==> src/rtl/neander_ctrl_fsm_if.sv <==
// Control-unit <-> datapath/memory signal bundle for the Neander control FSM.
// master: the control unit (drives strobes and bus requests).
// slave : the datapath/memory side (drives opcode, flags, ack and run).
interface neander_ctrl_fsm_if;
  logic [3:0] opcode;
  logic       Szero;
  logic       Snegative;
  logic       mem_ack;
  logic       run;
  logic       cgREM;
  logic       sel;
  logic       INCPC;
  logic       cgPC;
  logic       cgRDM;
  logic       selRDM;
  logic       READ;
  logic       WRITE;
  logic       cgRI;
  logic [2:0] ula_op;
  logic       cgAC;
  logic       cgNZ;
  logic       GOtoT0;
  logic       halted;
  logic       bus_err;

  modport master (
    input  opcode, Szero, Snegative, mem_ack, run,
    output cgREM, sel, INCPC, cgPC, cgRDM, selRDM, READ, WRITE, cgRI,
           ula_op, cgAC, cgNZ, GOtoT0, halted, bus_err
  );

  modport slave (
    output opcode, Szero, Snegative, mem_ack, run,
    input  cgREM, sel, INCPC, cgPC, cgRDM, selRDM, READ, WRITE, cgRI,
           ula_op, cgAC, cgNZ, GOtoT0, halted, bus_err
  );
endinterface

==> src/rtl/neander_ctrl_fsm.sv <==
// Neander control unit: fetch/decode/execute sequencer over a req/ack memory
// bus, with bus time-out detection (ERROR) and a resumable HALT.
module neander_ctrl_fsm #(
  parameter int unsigned TIMEOUT_W   = 4,
  parameter int unsigned TIMEOUT_MAX = 15,
  parameter int unsigned RESUME_EN   = 1
) (
  input  logic                  clock,
  input  logic                  nreset,
  neander_ctrl_fsm_if.master    bus
);

  typedef enum logic [3:0] {
    S_T0, S_FETCH_R, S_LOAD_RI, S_DECODE, S_OPA_A, S_OPA_R, S_JUMP,
    S_EXA_A, S_EX_R, S_ALU, S_STA_D, S_STA_W, S_HALT, S_ERROR
  } state_t;

  localparam logic [3:0] OP_STA = 4'h1;
  localparam logic [3:0] OP_LDA = 4'h2;
  localparam logic [3:0] OP_ADD = 4'h3;
  localparam logic [3:0] OP_OR  = 4'h4;
  localparam logic [3:0] OP_AND = 4'h5;
  localparam logic [3:0] OP_NOT = 4'h6;
  localparam logic [3:0] OP_JMP = 4'h8;
  localparam logic [3:0] OP_JN  = 4'h9;
  localparam logic [3:0] OP_JZ  = 4'hA;
  localparam logic [3:0] OP_HLT = 4'hF;

  // Counter value in the last allowed wait cycle; no ack here means time-out.
  localparam logic [TIMEOUT_W-1:0] LP_LAST = TIMEOUT_W'(TIMEOUT_MAX - 1);

  state_t               r_state;
  logic [TIMEOUT_W-1:0] r_wait_cnt;

  logic       w_wait;
  logic       w_timeout;
  logic       w_resume;
  logic       w_is_jump;
  logic       w_cgREM, w_sel, w_INCPC, w_cgPC, w_cgRDM, w_selRDM;
  logic       w_READ, w_WRITE, w_cgRI, w_cgAC, w_cgNZ, w_GOtoT0;
  logic       w_halted, w_bus_err;
  logic [2:0] w_ula_op;

  assign w_wait    = (r_state == S_FETCH_R) || (r_state == S_OPA_R) ||
                     (r_state == S_EX_R)    || (r_state == S_STA_W);
  assign w_timeout = w_wait && !bus.mem_ack && (r_wait_cnt == LP_LAST);
  assign w_resume  = (RESUME_EN != 0) && bus.run;
  assign w_is_jump = (bus.opcode == OP_JMP) || (bus.opcode == OP_JN) ||
                     (bus.opcode == OP_JZ);

  // State sequencing and bus wait counter (counter is zero outside wait states).
  always_ff @(posedge clock or negedge nreset) begin
    if (!nreset) begin
      r_state    <= S_T0;
      r_wait_cnt <= '0;
    end else begin
      if (w_wait && !bus.mem_ack && !w_timeout) r_wait_cnt <= r_wait_cnt + TIMEOUT_W'(1);
      else                                      r_wait_cnt <= '0;

      case (r_state)
        S_T0:      r_state <= S_FETCH_R;
        S_FETCH_R: if (bus.mem_ack) r_state <= S_LOAD_RI;
                   else if (w_timeout) r_state <= S_ERROR;
        S_LOAD_RI: r_state <= S_DECODE;
        S_DECODE: begin
          case (bus.opcode)
            OP_HLT:                                      r_state <= S_HALT;
            OP_STA, OP_LDA, OP_ADD, OP_OR, OP_AND, OP_JMP: r_state <= S_OPA_A;
            OP_JN:   r_state <= bus.Snegative ? S_OPA_A : S_T0;
            OP_JZ:   r_state <= bus.Szero     ? S_OPA_A : S_T0;
            default: r_state <= S_T0;
          endcase
        end
        S_OPA_A:   r_state <= S_OPA_R;
        S_OPA_R:   if (bus.mem_ack) r_state <= w_is_jump ? S_JUMP : S_EXA_A;
                   else if (w_timeout) r_state <= S_ERROR;
        S_JUMP:    r_state <= S_T0;
        S_EXA_A:   r_state <= (bus.opcode == OP_STA) ? S_STA_D : S_EX_R;
        S_EX_R:    if (bus.mem_ack) r_state <= S_ALU;
                   else if (w_timeout) r_state <= S_ERROR;
        S_ALU:     r_state <= S_T0;
        S_STA_D:   r_state <= S_STA_W;
        S_STA_W:   if (bus.mem_ack) r_state <= S_T0;
                   else if (w_timeout) r_state <= S_ERROR;
        S_HALT:    if (w_resume) r_state <= S_T0;
        S_ERROR:   if (w_resume) r_state <= S_T0;
        default:   r_state <= S_T0;
      endcase
    end
  end

  // Strobe decode. Kept combinational: ack-qualified strobes (cgRDM/INCPC) and
  // the DECODE branch/ALU strobes must appear in the same cycle as their inputs.
  always_comb begin
    w_cgREM = 1'b0; w_sel = 1'b0; w_INCPC = 1'b0; w_cgPC = 1'b0;
    w_cgRDM = 1'b0; w_selRDM = 1'b0; w_READ = 1'b0; w_WRITE = 1'b0;
    w_cgRI = 1'b0; w_ula_op = 3'd0; w_cgAC = 1'b0; w_cgNZ = 1'b0;
    w_GOtoT0 = 1'b0; w_halted = 1'b0; w_bus_err = 1'b0;
    case (r_state)
      S_T0, S_OPA_A: w_cgREM = 1'b1;
      S_FETCH_R, S_OPA_R: begin
        w_READ  = 1'b1;
        w_cgRDM = bus.mem_ack;
        w_INCPC = bus.mem_ack;
      end
      S_LOAD_RI: w_cgRI = 1'b1;
      S_DECODE: begin
        case (bus.opcode)
          OP_NOT: begin
            w_ula_op = 3'd4; w_cgAC = 1'b1; w_cgNZ = 1'b1; w_GOtoT0 = 1'b1;
          end
          OP_JN: begin
            w_INCPC = !bus.Snegative; w_GOtoT0 = !bus.Snegative;
          end
          OP_JZ: begin
            w_INCPC = !bus.Szero; w_GOtoT0 = !bus.Szero;
          end
          OP_HLT, OP_STA, OP_LDA, OP_ADD, OP_OR, OP_AND, OP_JMP: ;
          default: w_GOtoT0 = 1'b1;
        endcase
      end
      S_JUMP: begin
        w_cgPC = 1'b1; w_GOtoT0 = 1'b1;
      end
      S_EXA_A: begin
        w_sel = 1'b1; w_cgREM = 1'b1;
      end
      S_EX_R: begin
        w_READ = 1'b1; w_cgRDM = bus.mem_ack;
      end
      S_ALU: begin
        case (bus.opcode)
          OP_ADD:  w_ula_op = 3'd1;
          OP_OR:   w_ula_op = 3'd2;
          OP_AND:  w_ula_op = 3'd3;
          default: w_ula_op = 3'd0;
        endcase
        w_cgAC = 1'b1; w_cgNZ = 1'b1; w_GOtoT0 = 1'b1;
      end
      S_STA_D: begin
        w_selRDM = 1'b1; w_cgRDM = 1'b1;
      end
      S_STA_W: begin
        w_WRITE = 1'b1; w_GOtoT0 = bus.mem_ack;
      end
      S_HALT:  w_halted  = 1'b1;
      S_ERROR: w_bus_err = 1'b1;
      default: ;
    endcase
  end

  // All strobes are forced low while reset is held.
  assign bus.cgREM   = w_cgREM   & nreset;
  assign bus.sel     = w_sel     & nreset;
  assign bus.INCPC   = w_INCPC   & nreset;
  assign bus.cgPC    = w_cgPC    & nreset;
  assign bus.cgRDM   = w_cgRDM   & nreset;
  assign bus.selRDM  = w_selRDM  & nreset;
  assign bus.READ    = w_READ    & nreset;
  assign bus.WRITE   = w_WRITE   & nreset;
  assign bus.cgRI    = w_cgRI    & nreset;
  assign bus.ula_op  = w_ula_op  & {3{nreset}};
  assign bus.cgAC    = w_cgAC    & nreset;
  assign bus.cgNZ    = w_cgNZ    & nreset;
  assign bus.GOtoT0  = w_GOtoT0  & nreset;
  assign bus.halted  = w_halted  & nreset;
  assign bus.bus_err = w_bus_err & nreset;

endmodule
==> src/flat_wrapper.sv <==
// flat-port wrapper written by rule: the top's interface ports become plain ports
module neander_ctrl_fsm_flat 
#(
  parameter int unsigned TIMEOUT_W   = 4,
  parameter int unsigned TIMEOUT_MAX = 15,
  parameter int unsigned RESUME_EN   = 1
)
  (clock, nreset, bus_opcode, bus_Szero, bus_Snegative, bus_mem_ack, bus_run, bus_cgREM, bus_sel, bus_INCPC, bus_cgPC, bus_cgRDM, bus_selRDM, bus_READ, bus_WRITE, bus_cgRI, bus_ula_op, bus_cgAC, bus_cgNZ, bus_GOtoT0, bus_halted, bus_bus_err);
  neander_ctrl_fsm_if bus_i ();
  input  logic clock;
  input  logic nreset;
  input wire logic [$bits(bus_i.opcode)-1:0] bus_opcode;
  input wire logic [$bits(bus_i.Szero)-1:0] bus_Szero;
  input wire logic [$bits(bus_i.Snegative)-1:0] bus_Snegative;
  input wire logic [$bits(bus_i.mem_ack)-1:0] bus_mem_ack;
  input wire logic [$bits(bus_i.run)-1:0] bus_run;
  output wire logic [$bits(bus_i.cgREM)-1:0] bus_cgREM;
  output wire logic [$bits(bus_i.sel)-1:0] bus_sel;
  output wire logic [$bits(bus_i.INCPC)-1:0] bus_INCPC;
  output wire logic [$bits(bus_i.cgPC)-1:0] bus_cgPC;
  output wire logic [$bits(bus_i.cgRDM)-1:0] bus_cgRDM;
  output wire logic [$bits(bus_i.selRDM)-1:0] bus_selRDM;
  output wire logic [$bits(bus_i.READ)-1:0] bus_READ;
  output wire logic [$bits(bus_i.WRITE)-1:0] bus_WRITE;
  output wire logic [$bits(bus_i.cgRI)-1:0] bus_cgRI;
  output wire logic [$bits(bus_i.ula_op)-1:0] bus_ula_op;
  output wire logic [$bits(bus_i.cgAC)-1:0] bus_cgAC;
  output wire logic [$bits(bus_i.cgNZ)-1:0] bus_cgNZ;
  output wire logic [$bits(bus_i.GOtoT0)-1:0] bus_GOtoT0;
  output wire logic [$bits(bus_i.halted)-1:0] bus_halted;
  output wire logic [$bits(bus_i.bus_err)-1:0] bus_bus_err;
  assign bus_i.opcode = bus_opcode;
  assign bus_i.Szero = bus_Szero;
  assign bus_i.Snegative = bus_Snegative;
  assign bus_i.mem_ack = bus_mem_ack;
  assign bus_i.run = bus_run;
  assign bus_cgREM = bus_i.cgREM;
  assign bus_sel = bus_i.sel;
  assign bus_INCPC = bus_i.INCPC;
  assign bus_cgPC = bus_i.cgPC;
  assign bus_cgRDM = bus_i.cgRDM;
  assign bus_selRDM = bus_i.selRDM;
  assign bus_READ = bus_i.READ;
  assign bus_WRITE = bus_i.WRITE;
  assign bus_cgRI = bus_i.cgRI;
  assign bus_ula_op = bus_i.ula_op;
  assign bus_cgAC = bus_i.cgAC;
  assign bus_cgNZ = bus_i.cgNZ;
  assign bus_GOtoT0 = bus_i.GOtoT0;
  assign bus_halted = bus_i.halted;
  assign bus_bus_err = bus_i.bus_err;
  neander_ctrl_fsm #(.TIMEOUT_W(TIMEOUT_W), .TIMEOUT_MAX(TIMEOUT_MAX), .RESUME_EN(RESUME_EN)) u_core (.clock(clock), .nreset(nreset), .bus(bus_i));
endmodule
==> config.mk <==
export PLATFORM = sky130hd
export DESIGN_NAME = neander_ctrl_fsm_flat
export DESIGN_NICKNAME = d
export VERILOG_FILES = /design/src/rtl/neander_ctrl_fsm_if.sv /design/src/rtl/neander_ctrl_fsm.sv /design/src/flat_wrapper.sv
export SDC_FILE = /design/constraint.sdc
export NUM_CORES = 1
export LEC_CHECK = 0
export ABC_CLOCK_PERIOD_IN_PS = 4300
export BUFFER_PORTS_ARGS = -buffer_cell sky130_fd_sc_hd__buf_2
export CAP_MARGIN = 15
export CORE_MARGIN = 2
export CORE_UTILIZATION = 52
export CTS_CLUSTER_SIZE = 28
export DETAILED_ROUTE_END_ITERATION = 8
export HOLD_SLACK_MARGIN = 0.06
export PLACE_DENSITY = 0.89
export SYNTH_ARGS = -nofsm -noshare
export SYNTH_HDL_FRONTEND = slang
export SYNTH_SLANG_ARGS = --single-unit
==> constraint.sdc <==
create_clock -name clock -period 4.3 [get_ports clock]
set_input_delay 0.43 -clock clock [delete_from_list [all_inputs] [get_ports clock]]
set_output_delay 0.43 -clock clock [all_outputs]
set_load 0.02 [all_outputs]
; Word level (Yosys, flattened, before mapping)
; Index checks and enable logic that the tools add are counted.
[word_totals]
register_bits = 8
elab_cells = 94
[op_classes]
addsub = 1
n_eq_ne = 25
muxes = 32
bitwise = 14
reduce_logical = 20
[op_table]
columns = op, count
row1 = $eq A4 B4 Y1 const B, 11
row2 = $pmux W4 S11, 1
row3 = $eq A4 B3 Y1 const B, 7
row4 = $mux W4, 7
row5 = $eq A4 B2 Y1 const B, 4
row6 = $pmux W4 S4, 1
row7 = $and A1 B1 Y1, 13
row8 = $mux W1, 11
row9 = $mux W3, 3
row10 = $eq A4 B1 Y1 const B, 2
row11 = $pmux W1 S2, 4
row12 = $reduce_or A7 Y1, 1
row13 = $pmux W1 S3, 2
row14 = $pmux W2 S3, 1
row15 = $pmux W3 S2, 1
row16 = $reduce_or A2 Y1, 3
row17 = $reduce_or A3 Y1, 2
row18 = $reduce_or A6 Y1, 1
row19 = $logic_or A1 B1 Y1, 5
row20 = $add A4 B1 Y4 const B, 1
row21 = $logic_not A1 Y1, 4
row22 = $logic_not A4 Y1, 1
row23 = $and A3 B3 Y3, 1
row24 = $logic_and A1 B1 Y1, 3
row25 = 2 further kinds, 2

; Logic depth before layout (Yosys ltp)
; Gate-level depths: netlist (run 1).
[logic_depth]
depth_word = 9
depth_mapped = 6
depth_no_buf = 6

; Worst setup path after synthesis (run 1)
; No wires, ideal clock.
[synth_path]
path_type = register -> output
startpoint = register u_core.r_state[1]
endpoint = output bus_ula_op[0]
arrival_time_ns = 1.631
required_time_ns = 3.870
path_slack_ns = 2.239
stages_incl_launch_ff = 5
n_path_buf = 1
cell_sequence = dfrtp_1 > buf_2 > nor2_1 > nand3_1 > nor4b_1
[synth_between]
elab_chain_len = 3
elab_cells_between_ends = 4
cone_classes = 2 x eq/ne / 1 x mux / 1 x bitwise
[synth_rtl]
columns = element, line
row1 = from (decl), neander_ctrl_fsm.sv:32  ; state_t r_state;
row2 = from (signal assigned), neander_ctrl_fsm.sv:69  ; OP_JN: r_state <= bus.Snegative ? S_OPA_A : S_T0;
row3 = from (signal assigned), neander_ctrl_fsm.sv:70  ; OP_JZ: r_state <= bus.Szero ? S_OPA_A : S_T0;
row4 = from (signal assigned), neander_ctrl_fsm.sv:75  ; S_OPA_R: if (bus.mem_ack) r_state <= w_is_jump ? S_JUMP : S_EXA_A;
row5 = $eq A4 B4 Y1 or $eq A4 B2 Y1 (tied branches), neander_ctrl_fsm.sv:99  ; case (r_state)
row6 = $pmux W3 S2 (*), neander_ctrl_fsm.sv:99
row7 = $and A3 B3 Y3 (*), neander_ctrl_fsm.sv:162  ; assign bus.ula_op = w_ula_op & {3{nreset}};
row8 = to (decl), flat_wrapper.sv:26  ; output wire logic [$bits(bus_i.ula_op)-1:0] bus_ula_op;
; Mark *: on every way between the ends. The rest lies on a longest branch, timed or not.

; Worst setup path after layout (run 1)
[layout_path]
startpoint = register u_core.r_state[1]
endpoint = output bus_cgNZ
[layout_between]
elab_chain_len = 3
elab_cells_between_ends = 4
cone_classes = 2 x eq/ne / 1 x mux / 1 x bitwise
[layout_rtl]
columns = element, line
row1 = $eq A4 B4 Y1 or $eq A4 B2 Y1 (tied branches), neander_ctrl_fsm.sv:99
row2 = $pmux W1 S2 (*), neander_ctrl_fsm.sv:99
row3 = $and A1 B1 Y1 (*), neander_ctrl_fsm.sv:164  ; assign bus.cgNZ = w_cgNZ & nreset;
row4 = to (decl), flat_wrapper.sv:28  ; output wire logic [$bits(bus_i.cgNZ)-1:0] bus_cgNZ;
; Marks and branches as above.

==> results of run 1 <==
==> registers in the layout, summed over array words and instances, names as in the netlist <==
| name | count |
|---|---|
| u_core.r_state | 4 |
| u_core.r_wait_cnt | 4 |
==> critical path: cells and delay by family, from the launching register on <==
kind | cells | cell delay [ps]
buffers and inverters | 1 | 160
flip-flops | 1 | 630
AO/OA/AOI/OAI | 1 | 120
AND/OR/NAND/NOR | 3 | 900
==> path summary, 6_finish.rpt <==
check / start / endpoint / slack [ps] / cells past startpoint
worst max register to register: u_core.r_state[1] / u_core.r_wait_cnt[1] / 2680 / 4
worst min-delay path: nreset / u_core.r_wait_cnt[3] / 70 / 1
max in group asynchronous: nreset / u_core.r_wait_cnt[1] / 3970 / 1
worst max-delay path: u_core.r_state[1] / bus_cgNZ / 1820 / 5
min in group clock: u_core.r_wait_cnt[0] / u_core.r_wait_cnt[0] / 480 / 1
worst min register to register: u_core.r_wait_cnt[0] / u_core.r_wait_cnt[0] / 480 / 1
==> layout make-up <==
cell class / count / area (µm²)
Tap cell: 16 / 20.0
Clock buffer: 3 / 22.5
Timing Repair Buffer: 26 / 130
Fill cell: 143 / 544
Multi-Input combinational cell: 94 / 578
Inverter: 3 / 11.3
Sequential cell: 8 / 200
==> through the flow <==
step                      hold WS [ps]  worst slack [ps]  cells  utilization [%]  power, mW
after detailed placement           346              2110    147             62.4      0.392
final                             74.4              1820    150             63.9      0.451
after CTS                         78.4              1840    150             63.9      0.450
after global placement             343              2200    147             62.4      0.382
after global routing              87.7              1660    150             63.9      0.495
after floorplan                    134              2240    114                -      0.339
==> power by group <==
| part | switching (mW) | internal, mW | leakage, nW |
|---|---|---|---|
| sequential | 0.0634 | 0.0973 | 0.106 |
| clock | 0.0237 | 0.0318 | 0.0138 |
| combinational | 0.140 | 0.0954 | 0.354 |
| total | 0.227 | 0.224 | 0.474 |
==> cell families (layout without fill, tap and decap cells) <==
family	after synthesis	after routing	synth area share, %
fa+ha+maj	2	2	2.96
buf+inv	12	32	7.85
xor+xnor	3	3	3.11
mux	1	1	1.78
flops	8	8	23.7
compound gates	29	29	23.7
simple gates	59	59	36.9
==> placed cells by master, fill, tap and decap left out, types with 2 or more instances in the layout <==
cell      Yosys  final
o21ai_0       6      6
a21oi_1       5      5
and2_1        2      2
nor2_1       17     17
a31oi_1       4      4
nand2b_1      5      5
nand3_1       5      5
inv_1         3      3
xnor2_1       2      2
dfrtp_1       8      8
nor2b_1       5      5
nor4b_1       2      2
ha_1          2      2
nor3_1        4      4
buf_2         2     26
nand2_1       9      9
and3b_1       2      2
clkbuf_4      0      3
==> metal layers <==
metal | GRT usage, % | vias to the layer above | wire, µm
li1 | - | 450 | -
met1 | 29.4 | 415 | 879
met2 | 38.2 | 52 | 978
met3 | 6.53 | 0 | 176
met4 | 4.85 | 0 | 0
met5 | 0 | - | 0
==> results.yml, run 1 <==
status:
  status: "finished, final reports clean"
synth:
  synth_top_area_cell: "dfrtp_1"
  syn-num-nets: 126
  synth-seq-area-share_pct: 23.7
  synth_top_area_share_pct: 23.7
  synthTopCellsByArea: "dfrtp_1, nor2_1, nand2_1, nand2b_1, nor2b_1"
  yosys_warnings: 0
  synth.most_common_cell: "nor2_1"
  syn_area_um2: 845
  synth.distinct_cells: 44
  yosys_register_bits: 8
  ys_top_cells_by_count: "nor2_1, nand2_1, dfrtp_1"
  syn_area_per_cell_um2: 7.41
  postSynthCellCount: 114
  synth_edf_count: 0
  synthFlopType: "dfrtp_1"
  synthArstFlopShare_pct: 100
routing:
  wl_um: 2030
  drt-initial-drc-count: 43
  vias: 917
  drtPass1Iterations: 4
  antenna_left: 0
  drc: 0
  post_drt_wl_per_cell_um: 13.6
  via_per_inst: 6.11
floorplanning:
  ios: 27
  chipWidth_um: 44.3
  initial_utilization_pct: 56.1
  fp-row-count: 14
  fp.coreArea_um2: 1510
  die_h_um: 44.3
  dieArea_um2: 1960
power:
  leakagePower_nw: 0.474
  max-vdd-ir-drop_mv: 0.313
  powerDensity_nw_per_um2: 469
timing:
  worst_pin_slew_ps: 489
  grt_setup_unrepaired: "no"
  period_share_pct: 57.8
  min_period_ps: 2480
  drv_slew: 0
  hold_viol: 0
  finalClockSkew_ps: 5.51
  fmax_ghz: 0.403
  slew-limit-headroom_pct: 67.2
  final-setup-viol-count: 0
  fin_tns_setup_ps: 0
clocking:
  cts_sinks: 8
  clk_latency_ps: 250
  cts-root-buf: "clkbuf_4"
  numCtsBuffers: 3
  cts_resized: 0
  cts_tree: "done"
  ctsHoldBuffers: 0
  clk_pin_slew_ps: 50
  cts-htree-levels: 1
  post_cts_buffers: 0
  clk_path_buf_depth: 2
setup_path:
  cp-start-kind: "flip-flop"
  cp.arrival_ps: 2050
  cp.required_ps: 3870
  cpMaxStageDelayCell: "dfrtp_1"
  crit_chain: "nand2_1, nor3_1, and4_1, a31o_2, buf_2"
  endpoint_kind: "output port"
  crit_type: "flip-flop to output port"
  slowest_delay_ps: 630
  path_max_fanout: 17
cells_and_area:
  syn_to_final_growth_pct: 13.9
  diodes: 0
  drive_above_1_share_pct: 24.6
  fin_area_um2: 962
  fin_nets: 148
global_route:
  grt_pass1_wl_um: 3330
  grt_pass1_vias: 777
  grt_overflow: 0
  grt_usage_pct: 22.9
  antenna_found_initial: 0
  grt_max_degree: 20
place:
  dpl_cell_area_um2: 940
  place_hpwl_um: 1510
  routabilityCongestion: 0.939
  io_buffers: 26
flow_run:
  drv_cap: 0
worst_hold_path:
  holdCritPathClass: "primary input to async pin"
(Power assumes the default switching activity.)
==> run 2: changes to the inputs <==
--- a/config.mk
+++ b/config.mk
@@ -5,15 +5,15 @@
 export SDC_FILE = /design/constraint.sdc
 export NUM_CORES = 1
 export LEC_CHECK = 0
-export ABC_CLOCK_PERIOD_IN_PS = 4300
+export ABC_CLOCK_PERIOD_IN_PS = 2400
 export BUFFER_PORTS_ARGS = -buffer_cell sky130_fd_sc_hd__buf_2
 export CAP_MARGIN = 15
 export CORE_MARGIN = 2
-export CORE_UTILIZATION = 52
+export CORE_UTILIZATION = 50
 export CTS_CLUSTER_SIZE = 28
 export DETAILED_ROUTE_END_ITERATION = 8
 export HOLD_SLACK_MARGIN = 0.06
-export PLACE_DENSITY = 0.89
+export PLACE_DENSITY = 0.87
 export SYNTH_ARGS = -nofsm -noshare
 export SYNTH_HDL_FRONTEND = slang
 export SYNTH_SLANG_ARGS = --single-unit
==> constraint.sdc (replaced) <==
create_clock -name clock -period 2.4 [get_ports clock]
set_input_delay 0.24 -clock clock [delete_from_list [all_inputs] [get_ports clock]]
set_output_delay 0.24 -clock clock [all_outputs]
set_load 0.02 [all_outputs]
==> run 2 against run 1 <==
  * Routed wire length grew 3.0%
  * Cell area up 2.6%
  * Setup slack got worse by 1600 ps
  * Via count grew 1.1%
  * Critical endpoint is now bus_cgAC
  * Highest routed layer is now met4
==> results.yml, run 2 (synthesized netlist as in run 1, its figures left out) <==
timing:
  fin_tns_setup_ps: 0
  grt_setup_unrepaired: "no"
  hold_viol: 0
  fin_ws_ps: 231
  worst_pin_slew_ps: 490
  min_period_ps: 2170
  slew-limit-headroom_pct: 67.0
  finalClockSkew_ps: 13.7
  drv_slew: 0
  final-setup-viol-count: 0
  holdWs_ps: 353
  period_share_pct: 90.4
  fmax_ghz: 0.461
routing:
  drc: 0
  drtPass1Iterations: 4
  post_drt_wl_per_cell_um: 13.7
  vias: 927
  wl_um: 2100
  antenna_left: 0
  via_per_inst: 6.06
  drt-initial-drc-count: 35
setup_path:
  cp-start-kind: "flip-flop"
  crit_type: "flip-flop to output port"
  slowest_delay_ps: 530
  cpMaxStageDelayCell: "dfrtp_1"
  cp.arrival_ps: 1930
  path_delay_family: "simple AND/OR/NAND/NOR gates"
  cp.required_ps: 2160
  endpoint_kind: "output port"
  crit_chain: "nand2_1, nor3_1, and4_1, a31o_2, buf_2"
  path_max_fanout: 12
  worst-path-buf-inv: 1
power:
  power_uw: 842
  max-vdd-ir-drop_mv: 0.521
  powerDensity_nw_per_um2: 853
  leakagePower_nw: 0.489
global_route:
  grt_overflow: 0
  grt_pass1_vias: 804
  grt_max_degree: 20
  grt_pass1_wl_um: 3410
  antenna_found_initial: 0
  grt_usage_pct: 23.0
clocking:
  clk_pin_slew_ps: 60
  cts_sinks: 8
  cts-root-buf: "clkbuf_4"
  cts-htree-levels: 1
  clk_path_buf_depth: 2
  numCtsBuffers: 3
  cts_tree: "done"
  clk_latency_ps: 260
floorplanning:
  fp.coreArea_um2: 1540
  chipWidth_um: 45.1
  fp-row-count: 14
  die_h_um: 45.1
  ios: 27
  dieArea_um2: 2030
  initial_utilization_pct: 54.8
cells_and_area:
  layout_commonest_cell: "buf_2"
  final_cell_mix: "buf_2, nor2_1, nand2_1, dfrtp_1, o21ai_0"
  syn_to_final_growth_pct: 16.9
  drive_above_1_share_pct: 25.5
  diodes: 0
  stdcell_count: 153
  top_regs: "u_core.r_state x4, u_core.r_wait_cnt x4"
  fin_nets: 151
flow_run:
  drv_cap: 0
place:
  io_buffers: 26
  place_hpwl_um: 1570
  routabilityCongestion: 0.890
  pre_cts_slack_ps: 572
  placedCellCount: 149
status:
  status: "finished, final reports clean"
worst_hold_path:
  holdCritPathClass: "primary input to flip-flop"
[run 2: cell count changes in the layout (fill, tap and decap cells not counted), sizes merged]
cell / change
buf: +2
dlygate4sd3: +1
[run 2: metal layers]
metal  wire length [µm]  up-vias  track usage [%]
met3                184        2             6.80
met4                 14        0             5.88
met5                  0        -                0
met2                972       52             36.0
met1                924      420             31.0
li1                   -      453                -
[run 2: final cells by class]
class | count | area (µm²)
fillers | 134 | 554
well taps | 16 | 20.0
clock buffers | 3 | 22.5
inverters | 3 | 11.3
multi-input cells | 94 | 578
repair buffers | 29 | 155
flip-flops and latches | 8 | 200
[run 2: through the flow]
step / cell area, µm² / util [%]
after floorplan: 845 / -
after global placement: 955 / 61.9
after detailed placement: 955 / 61.9
after CTS: 987 / 64.0
after global routing: 987 / 64.0
final: 987 / 64.0
[run 2: where the power goes]
| group | internal, mW | switching, mW | leakage [nW] |
|---|---|---|---|
| registers | 0.175 | 0.0770 | 0.106 |
| logic | 0.187 | 0.300 | 0.369 |
| clock network | 0.0572 | 0.0453 | 0.0138 |
[run 2: worst min-delay path: stages]
cell,delay (ps)
buf_2,110
nand2_1,60
a221o_1,140
[run 2: what timing repair did]
item,CTS,global route
setup buffers,0,0
resized for setup,0,0
hold buffers,1,0
hold endpoints to repair,8,0
[run 2: worst paths after layout]
path	from	end	slack [ps]	depth (start not counted)
min in group asynchronous	nreset	u_core.r_state[3]	420	2
setup reg to reg	u_core.r_state[3]	u_core.r_wait_cnt[1]	800	5
hold / removal	bus_run	u_core.r_state[2]	350	3
setup / recovery	u_core.r_state[0]	bus_cgAC	230	5
max in group asynchronous	nreset	u_core.r_state[1]	1710	2
hold reg to reg	u_core.r_wait_cnt[0]	u_core.r_wait_cnt[0]	480	1
==> run 3: changes to the inputs <==
--- a/config.mk
+++ b/config.mk
@@ -5,11 +5,12 @@
 export SDC_FILE = /design/constraint.sdc
 export NUM_CORES = 1
 export LEC_CHECK = 0
+export ABC_AREA = 1
 export ABC_CLOCK_PERIOD_IN_PS = 2400
 export BUFFER_PORTS_ARGS = -buffer_cell sky130_fd_sc_hd__buf_2
 export CAP_MARGIN = 15
 export CORE_MARGIN = 2
-export CORE_UTILIZATION = 50
+export CORE_UTILIZATION = 51
 export CTS_CLUSTER_SIZE = 28
 export DETAILED_ROUTE_END_ITERATION = 8
 export HOLD_SLACK_MARGIN = 0.06
==> run 3 against run 2 <==
  * Register-to-register slack better by 140 ps
  * Sequential power decreased by 3%
  * Critical path depth is 2 higher
  * Fmax increased by 7.4%
  * Die area increased by 6.1%
==> results.yml, run 3 <==
timing:
  final-setup-viol-count: 0
  hold_viol: 0
  fin_tns_setup_ps: 0
  worst_pin_slew_ps: 384
  fin_ws_ps: 380
  drv_slew: 0
  grt_setup_unrepaired: "no"
  period_share_pct: 84.2
  finalClockSkew_ps: 5.32
  holdWs_ps: 294
  slew-limit-headroom_pct: 74.4
  fmax_ghz: 0.495
  min_period_ps: 2020
synth:
  synthTopCellsByArea: "dfrtp_1, nand2_1, nor2_1, inv_1, nand3_1"
  synth-seq-area-share_pct: 21.8
  synth_edf_count: 0
  synth.distinct_cells: 28
  synth_top_area_cell: "dfrtp_1"
  yosys_register_bits: 8
  postSynthCellCount: 152
  synthFlopType: "dfrtp_1"
  synth.most_common_cell: "nand2_1"
  syn_area_um2: 920
  yosys_warnings: 0
  synth_top_area_share_pct: 21.8
  ys_top_cells_by_count: "nand2_1, nor2_1, inv_1"
  synthArstFlopShare_pct: 100
  syn_area_per_cell_um2: 6.05
  syn-num-nets: 164
clocking:
  cts-htree-levels: 1
  cts_tree: "done"
  numCtsBuffers: 3
  post_cts_buffers: 0
  clk_path_buf_depth: 2
  clk_pin_slew_ps: 60
  clk_latency_ps: 260
  cts-root-buf: "clkbuf_4"
  cts_sinks: 8
place:
  routabilityCongestion: 0.896
  io_buffers: 26
  pre_cts_slack_ps: 818
  place_hpwl_um: 1860
global_route:
  grt_overflow: 0
  grt_pass1_vias: 917
  grt_pass1_wl_um: 3730
  gr-max-usage-layer: "met2"
  grt_max_degree: 15
  gr-usage-met1_pct: 31.2
  grtUsageMet3_pct: 4.71
  antenna_found_initial: 0
  grt_usage_pct: 23.5
  met2_usage_pct: 40.6
power:
  powerDensity_nw_per_um2: 821
  max-vdd-ir-drop_mv: 0.493
  leakagePower_nw: 0.612
  power_uw: 890
cells_and_area:
  fin_nets: 192
  final_cell_mix: "nand2_1, nor2_1, buf_2, inv_1, nand3_1"
  syn_to_final_growth_pct: 17.8
  diodes: 0
  layout_commonest_cell: "nand2_1"
  finish.utilization_pct: 63.4
  top_regs: "u_core.r_state x4, u_core.r_wait_cnt x4"
  drive_above_1_share_pct: 29.2
routing:
  drt-initial-drc-count: 17
  wl_um: 2260
  drtPass1Iterations: 4
  vias: 1022
  drc: 0
  via_per_inst: 5.03
  post_drt_wl_per_cell_um: 11.1
  antenna_left: 0
setup_path:
  cp-start-kind: "primary input"
  path_delay_family: "buffers and inverters"
  slowest_delay_ps: 520
  path_max_fanout: 14
  crit_path_frequent_cell: "buf_2"
  endpoint_kind: "output port"
  cp.arrival_ps: 1780
  crit_type: "primary input to output port"
  cpMaxStageDelayCell: "dlygate4sd3_1"
  crit_chain: "dlygate4sd3_1, buf_2, inv_1, a21oi_1, nand2_1, o21ai_1, buf_2"
  worst-path-buf-inv: 4
  cp.required_ps: 2160
floorplanning:
  dieArea_um2: 2160
  die_h_um: 46.5
  initial_utilization_pct: 53.8
  chipWidth_um: 46.5
  fp.coreArea_um2: 1710
  ios: 27
  fp-row-count: 15
status:
  status: "finished, final reports clean"
flow_run:
  drv_cap: 0
worst_hold_path:
  holdCritPathClass: "primary input to flip-flop"
run 3: cell types whose count changed after synthesis, moves of 3 or more:
cell      delta
nand4_1      +3
nor2_1      +10
nor2_2       +5
nor2_4       +3
nand2_1     +31
o21ai_0      -5
nand2_2      +4
nand3_1      +5
nand2b_1     -5
a31oi_1      -4
nor2b_1      -5
o21ai_1      +3
inv_2        +4
inv_1       +14
run 3: kinds of logic after synthesis:
group | Yosys count | synth area share [%]
adders and majority gates | 2 | 2.72
DFF | 8 | 21.8
AOI/OAI and AO/OA | 15 | 10.3
xor gates and xnor gates | 2 | 1.91
buffers and inverters | 26 | 12.5
and+or+nand+nor | 99 | 50.7
run 3: report_power, final:
part	internal, mW	total, mW	switching [mW]	leakage (nW)
clock network	0.0575	0.108	0.0501	0.0138
registers	0.173	0.244	0.0710	0.106
logic	0.175	0.538	0.364	0.492
total	0.405	0.890	0.485	0.612
run 3: per-stage QoR:
stage | std cells | cell area (µm²)
floorplan | 152 | 920
global placement | 199 | 1050
detailed placement | 199 | 1050
CTS | 203 | 1080
global route | 203 | 1080
finish | 203 | 1080
run 3: routing by layer:
metal  part of all wire (%)  routed length [µm]
met1                     44                 998
met2                     49                1120
met3                    6.2                 141
met4                      0                   0
met5                      0                   0
run 3: layout make-up:
class | count | area [µm²]
flip-flops and latches | 8 | 200
clock buffers | 3 | 22.5
multi-input cells | 118 | 604
repair buffers | 27 | 140
fillers | 172 | 624
well taps | 25 | 31.3
inverters | 22 | 85.1
run 3: worst paths after layout:
kind                                 startpoint                    to  slack [ps]  cells after the start
max in group asynchronous                nreset  u_core.r_wait_cnt[0]        1810                      2
hold / removal                          bus_run     u_core.r_state[0]         290                      4
setup / recovery                         nreset             bus_cgRDM         380                      7
min in group asynchronous                nreset     u_core.r_state[3]         380                      2
setup reg to reg              u_core.r_state[3]     u_core.r_state[1]         940                      9
hold reg to reg            u_core.r_wait_cnt[0]  u_core.r_wait_cnt[0]         490                      1
run 3: worst min-delay path: stages:
cell      delay, ps
buf_2            80
inv_1            40
nand4_1          80
nand3b_1         70
run 3: repair_timing:
action | 4_1_cts | 5_1_grt
gates resized for setup | 0 | 0
endpoints found under the hold margin | 8 | 0
setup endpoints to repair | 0 | 0
hold buffers | 1 | 0
